**src/rtl/sfr_bank.sv**
```systemverilog
// Bit-addressable bank of 8-bit SFRs with software/hardware write ports, registered reads and
// ACC parity. Define SFR_BANK_FWD_EN to forward same-cycle writes into read data.
module sfr_bank #(
  parameter int unsigned NUM_REGS    = 4,
  parameter logic [7:0]  BASE_ADDR   = 8'hE0,
  parameter int unsigned ADDR_STRIDE = 8,
  parameter logic [7:0]  RESET_VAL   = 8'h00,
  localparam int unsigned SelW       = (NUM_REGS > 1) ? $clog2(NUM_REGS) : 1
) (
  input  logic            clk_i,
  input  logic            rst_ni,
  input  logic [7:0]      addr_i,
  input  logic [7:0]      data_in_i,
  input  logic            write_en_i,
  input  logic            write_bit_en_i,
  input  logic            bit_in_i,
  input  logic            rd_en_i,
  input  logic            rd_bit_en_i,
  input  logic            hw_wr_en_i,
  input  logic [SelW-1:0] hw_sel_i,
  input  logic [7:0]      hw_data_i,
  output logic [7:0]      rd_data_o,
  output logic            rd_bit_o,
  output logic            rd_hit_o,
  output logic            parity_o,
  output logic            hw_collision_o,
  output logic [7:0]      reg0_q_o
);

  function automatic logic [7:0] reg_addr(int unsigned idx);
    return 8'(int'(BASE_ADDR) + int'(idx * ADDR_STRIDE));
  endfunction

  logic [7:0]          reg_q [NUM_REGS];
  logic [7:0]          reg_d [NUM_REGS];
  logic [NUM_REGS-1:0] byte_hit;
  logic [NUM_REGS-1:0] bit_hit;
  logic [NUM_REGS-1:0] sw_wr;
  logic [NUM_REGS-1:0] hw_wr;
  logic [2:0]          bit_idx;

  logic [7:0] rd_data_q, rd_data_d;
  logic       rd_bit_q, rd_bit_d;
  logic       rd_hit_q, rd_hit_d;
  logic       parity_q, parity_d;
  logic       collision_q, collision_d;

  assign bit_idx = addr_i[2:0];

  // Decode and write arbitration: a software write to a register suppresses the hw write to it.
  always_comb begin
    collision_d = 1'b0;
    for (int unsigned i = 0; i < NUM_REGS; i++) begin
      byte_hit[i] = (addr_i == reg_addr(i));
      bit_hit[i]  = ({addr_i[7:3], 3'b000} == reg_addr(i));
      sw_wr[i]    = write_en_i && (write_bit_en_i ? bit_hit[i] : byte_hit[i]);
      hw_wr[i]    = hw_wr_en_i && (hw_sel_i == SelW'(i));
      reg_d[i]    = reg_q[i];
      if (sw_wr[i]) begin
        if (write_bit_en_i) begin
          reg_d[i][bit_idx] = bit_in_i;
        end else begin
          reg_d[i] = data_in_i;
        end
      end else if (hw_wr[i]) begin
        reg_d[i] = hw_data_i;
      end
      if (sw_wr[i] && hw_wr[i]) begin
        collision_d = 1'b1;
      end
    end
  end

  // Read path; the source is the post-write value only when forwarding is built in.
  logic [7:0] rd_byte_val;
  logic       rd_bit_val;

  always_comb begin
    rd_byte_val = 8'h00;
    rd_bit_val  = 1'b0;
    for (int unsigned i = 0; i < NUM_REGS; i++) begin
`ifdef SFR_BANK_FWD_EN
      if (byte_hit[i]) rd_byte_val = rd_byte_val | reg_d[i];
      if (bit_hit[i])  rd_bit_val  = rd_bit_val | reg_d[i][bit_idx];
`else
      if (byte_hit[i]) rd_byte_val = rd_byte_val | reg_q[i];
      if (bit_hit[i])  rd_bit_val  = rd_bit_val | reg_q[i][bit_idx];
`endif
    end
  end

  always_comb begin
    rd_data_d = rd_data_q;
    rd_bit_d  = rd_bit_q;
    rd_hit_d  = rd_hit_q;
    if (rd_en_i || rd_bit_en_i) begin
      rd_hit_d = (rd_en_i && |byte_hit) || (rd_bit_en_i && |bit_hit);
    end
    if (rd_en_i) begin
      rd_data_d = rd_byte_val;
    end
    if (rd_bit_en_i) begin
      rd_bit_d = rd_bit_val;
    end
  end

  // Parity tracks the next ACC value so it lines up with reg0_q without lag.
  assign parity_d = ^reg_d[0];

  always_ff @(posedge clk_i or negedge rst_ni) begin
    if (!rst_ni) begin
      for (int unsigned i = 0; i < NUM_REGS; i++) begin
        reg_q[i] <= RESET_VAL;
      end
      rd_data_q   <= 8'h00;
      rd_bit_q    <= 1'b0;
      rd_hit_q    <= 1'b0;
      parity_q    <= ^RESET_VAL;
      collision_q <= 1'b0;
    end else begin
      for (int unsigned i = 0; i < NUM_REGS; i++) begin
        reg_q[i] <= reg_d[i];
      end
      rd_data_q   <= rd_data_d;
      rd_bit_q    <= rd_bit_d;
      rd_hit_q    <= rd_hit_d;
      parity_q    <= parity_d;
      collision_q <= collision_d;
    end
  end

  assign rd_data_o      = rd_data_q;
  assign rd_bit_o       = rd_bit_q;
  assign rd_hit_o       = rd_hit_q;
  assign parity_o       = parity_q;
  assign hw_collision_o = collision_q;
  assign reg0_q_o       = reg_q[0];

endmodule

```
**config.mk**
```make
export PLATFORM = sky130hd
export DESIGN_NAME = sfr_bank
export DESIGN_NICKNAME = d
export VERILOG_FILES = /design/src/rtl/sfr_bank.sv
export SDC_FILE = /design/constraint.sdc
export NUM_CORES = 1
export LEC_CHECK = 0
export ABC_AREA = 1
export BUFFER_PORTS_ARGS = -buffer_cell sky130_fd_sc_hd__buf_2
export CORE_ASPECT_RATIO = 0.7
export CORE_MARGIN = 4
export CORE_UTILIZATION = 30
export CTS_BUF_LIST = sky130_fd_sc_hd__clkbuf_8 sky130_fd_sc_hd__clkbuf_16
export CTS_CLUSTER_DIAMETER = 50
export CTS_CLUSTER_SIZE = 40
export DETAILED_ROUTE_END_ITERATION = 8
export SLEW_MARGIN = 20
export SYNTH_ARGS = -nofsm -noshare
export SYNTH_HDL_FRONTEND = slang
export SYNTH_SLANG_ARGS = --single-unit
```
**constraint.sdc**
```tcl
create_clock -name clk_i -period 1.1 [get_ports clk_i]
set_input_delay 0.11 -clock clk_i [delete_from_list [all_inputs] [get_ports clk_i]]
set_output_delay 0.11 -clock clk_i [all_outputs]
set_load 0.01 [all_outputs]
```
==> impl_metrics.yaml <==
detailed_routing:
  drt_iter0_drc: 398
  viasPerCell: 5.06
  drc: 0
  drt-total-wl_um: 14200
  ant_nets: 0
  wire_per_inst_um: 16.1
  drtPass1Iterations: 5
  vias: 4441
timing:
  period_share: 1.23
  rsz0062_at_grt: "true"
  hold_viol_final: 0
  fmax_mhz: 742
  slew_violations: 0
  worst_slack_ps: -248
  setup_violations: 30
  finalClockSkew_ps: 2.92
  worstMarginPinSlew_ps: 344
  post-route-min-period_ps: 1350
  relSlewSlack: 0.771
  setup_tns_ps: -3050
power_and_ir_drop:
  comb_power_share: 0.401
  clkPwrFrac: 0.255
  ir_drop_mv: 0.588
  p_switching_mw: 2.07
  p_per_area_nw_per_um2: 1010
  p_sw_frac: 0.352
  p_leak_nw: 3.04
  seq_power_share: 0.343
  internal-power_mw: 3.80
yosys:
  yosysSeqAreaShare: 0.323
  syn_nets: 576
  ys_ff_latch: 44
  postSynthAreaPerCell_um2: 6.29
  synth_warnings: 0
  synth.distinct_cells: 26
  netlist_area_um2: 3410
  synthCells: 542
grt:
  gr-usage-met3: 0.0393
  grt_pass1_wl_um: 21000
  grt_pass1_vias: 4082
  use_met1: 0.291
  antenna_found_initial: 0
  met2_usage: 0.308
  track_usage: 0.201
  grt_max_degree: 26
  grt_busiest_layer: "met2"
  grt.overflow.total: 0
cts:
  cts_root_buf: "clkbuf_16"
  cts_num_sinks: 44
  cts_tree: "yes"
  clock_path_buffers: 2
  clk_pin_slew_ps: 70
  cts_buffers: 5
  clock_latency_ps: 290
  h-tree-depth: 2
worst_setup_path:
  startpoint_type: "primary input"
  critPathCaptureType: "register"
  worstPathMaxFanout: 8
  crit_type: "in2reg"
  cp_data_arrival_time_ps: 1530
  required_ps: 1280
layout:
  final_common_cell: "nand2_1"
  syn_to_final_growth_pct: 70.9
  nNetsFinal: 759
  layout_common_cells: "nand2_1 (157), buf_4 (109), inv_1 (59)"
  drive_gt1_frac: 0.451
  n_fill_cell: 1045
  antenna_cells: 0
  fin_util: 0.528
die:
  die_area_um2: 13200
  die_w_um: 135
  dieHeight_um: 97.2
  ios: 54
  initial_core_util: 0.309
  num_rows: 32
  core_area_um2: 11100
placed_design:
  gp_congestion: 0.963
  place_ws_ps: -552
  dp_hpwl_um: 10400
  port_buffers: 53
hold_path:
  min-delay-path-class: "in2reg"
outcome:
  failed_checks: "setup timing"
  status: "finished, violations left"
flow_run:
  drv_cap: 0
[stage by stage]
step	std cells	total power, mW	instance area [um^2]	hold WS [ps]
after floorplan	542	3.05	3480	-186
after global placement	847	3.94	4750	21.2
after detailed placement	847	3.99	4750	29.8
after CTS	869	5.67	5290	100
after global routing	878	6.20	5830	119
final	878	5.87	5830	107
[synthesized netlist by cell type]
| master | n | area share |
|---|---|---|
| a21oi_1 | 28 | 0.041 |
| nand3_1 | 29 | 0.043 |
| o21bai_1 | 2 | 0.0044 |
| a31oi_1 | 5 | 0.0092 |
| buf_2 | 6 | 0.0088 |
| inv_1 | 66 | 0.073 |
| nand3_2 | 1 | 0.0029 |
| nor2_8 | 1 | 0.0059 |
| nand3b_1 | 1 | 0.0022 |
| a21o_1 | 1 | 0.0022 |
| dfrtp_1 | 44 | 0.32 |
| o22ai_1 | 15 | 0.028 |
| o2111ai_1 | 1 | 0.0026 |
| nand2_4 | 3 | 0.0099 |
| buf_4 | 9 | 0.020 |
| inv_2 | 6 | 0.0066 |
| nand2_2 | 8 | 0.015 |
| nor2_4 | 4 | 0.013 |
| buf_6 | 2 | 0.0066 |
| o21ai_0 | 63 | 0.092 |
| clkbuf_1 | 4 | 0.0044 |
| nor2_1 | 46 | 0.051 |
| a22oi_1 | 1 | 0.0022 |
| nand2_1 | 179 | 0.20 |
| o21ai_1 | 10 | 0.015 |
| mux2_1 | 7 | 0.023 |
[worst paths after layout]
kind                           startpoint           end  slack [ps]  cells after the start
max                        write_bit_en_i     reg_q[11]        -250                      8
max reg2reg                   reg0_q_o[1]      parity_o        -240                     14
min                           rd_bit_en_i      rd_bit_o         110                      3
min reg2reg                  rd_data_o[4]  rd_data_o[4]         480                      2
max in group asynchronous          rst_ni   reg0_q_o[2]         350                      3
min in group asynchronous          rst_ni     reg_q[17]         260                      2
[per-layer routing]
| layer | share of wire | routed length (um) |
|---|---|---|
| met3 | 0.072 | 1030 |
| met2 | 0.45 | 6370 |
| met5 | 0 | 0 |
| met1 | 0.46 | 6500 |
| met4 | 0.020 | 280 |
[flip-flops by register name (all words and copies together) (netlist names)]
register / flops
reg_q: 24
rd_data_o: 8
reg0_q_o: 8
hw_collision_o: 1
parity_o: 1
rd_bit_o: 1
rd_hit_o: 1
[logic make-up (layout without fill, tap and decap cells)]
logic type / after synthesis / after routing / synth area share
buffers and inverters: 93 / 276 / 0.119
AND/OR/NAND/NOR: 272 / 272 / 0.339
AO/OA/AOI/OAI: 126 / 126 / 0.196
multiplexers: 7 / 7 / 0.0231
flip-flops: 44 / 44 / 0.323
[area by class of cell]
class                           count  area, um^2  area share
Inverter                           72         288      0.0494
Timing Repair Buffer              197        1610       0.276
Sequential cell                    44        1100       0.189
Multi-Input combinational cell    405        2500       0.429
Clock buffer                        5         125      0.0215
Tap cell                          153         191      0.0328
Clock inverter                      2        8.76     0.00150
[power by group through the flow]
stage	sequential, mW	combinational, mW	clock (mW)
2_1_floorplan	2.03	1.02	0
3_3_place_gp	2.03	1.91	0
3_5_place_dp	2.04	1.96	0
4_1_cts	2.01	2.13	1.54
5_1_grt	2.03	2.57	1.59
6_report	2.01	2.35	1.50
[critical path, cell delays in order]
cell	delay [ps]
buf_2	190
inv_2	80
nand2_4	110
nand2_8	80
nor2_4	250
nand2_4	200
o21ai_4	180
mux2_4	310
[what timing repair did]
| action | 4_1_cts | 5_1_grt |
|---|---|---|
| pin swaps | 27 | 27 |
| setup endpoints to repair | 37 | 39 |
| gates resized for setup | 92 | 117 |
| buffers inserted | 16 | 10 |
| hold buffers | 1 | 0 |
| hold endpoints to repair | 10 | 0 |
No activity file was read; power rests on OpenSTA's default activity.
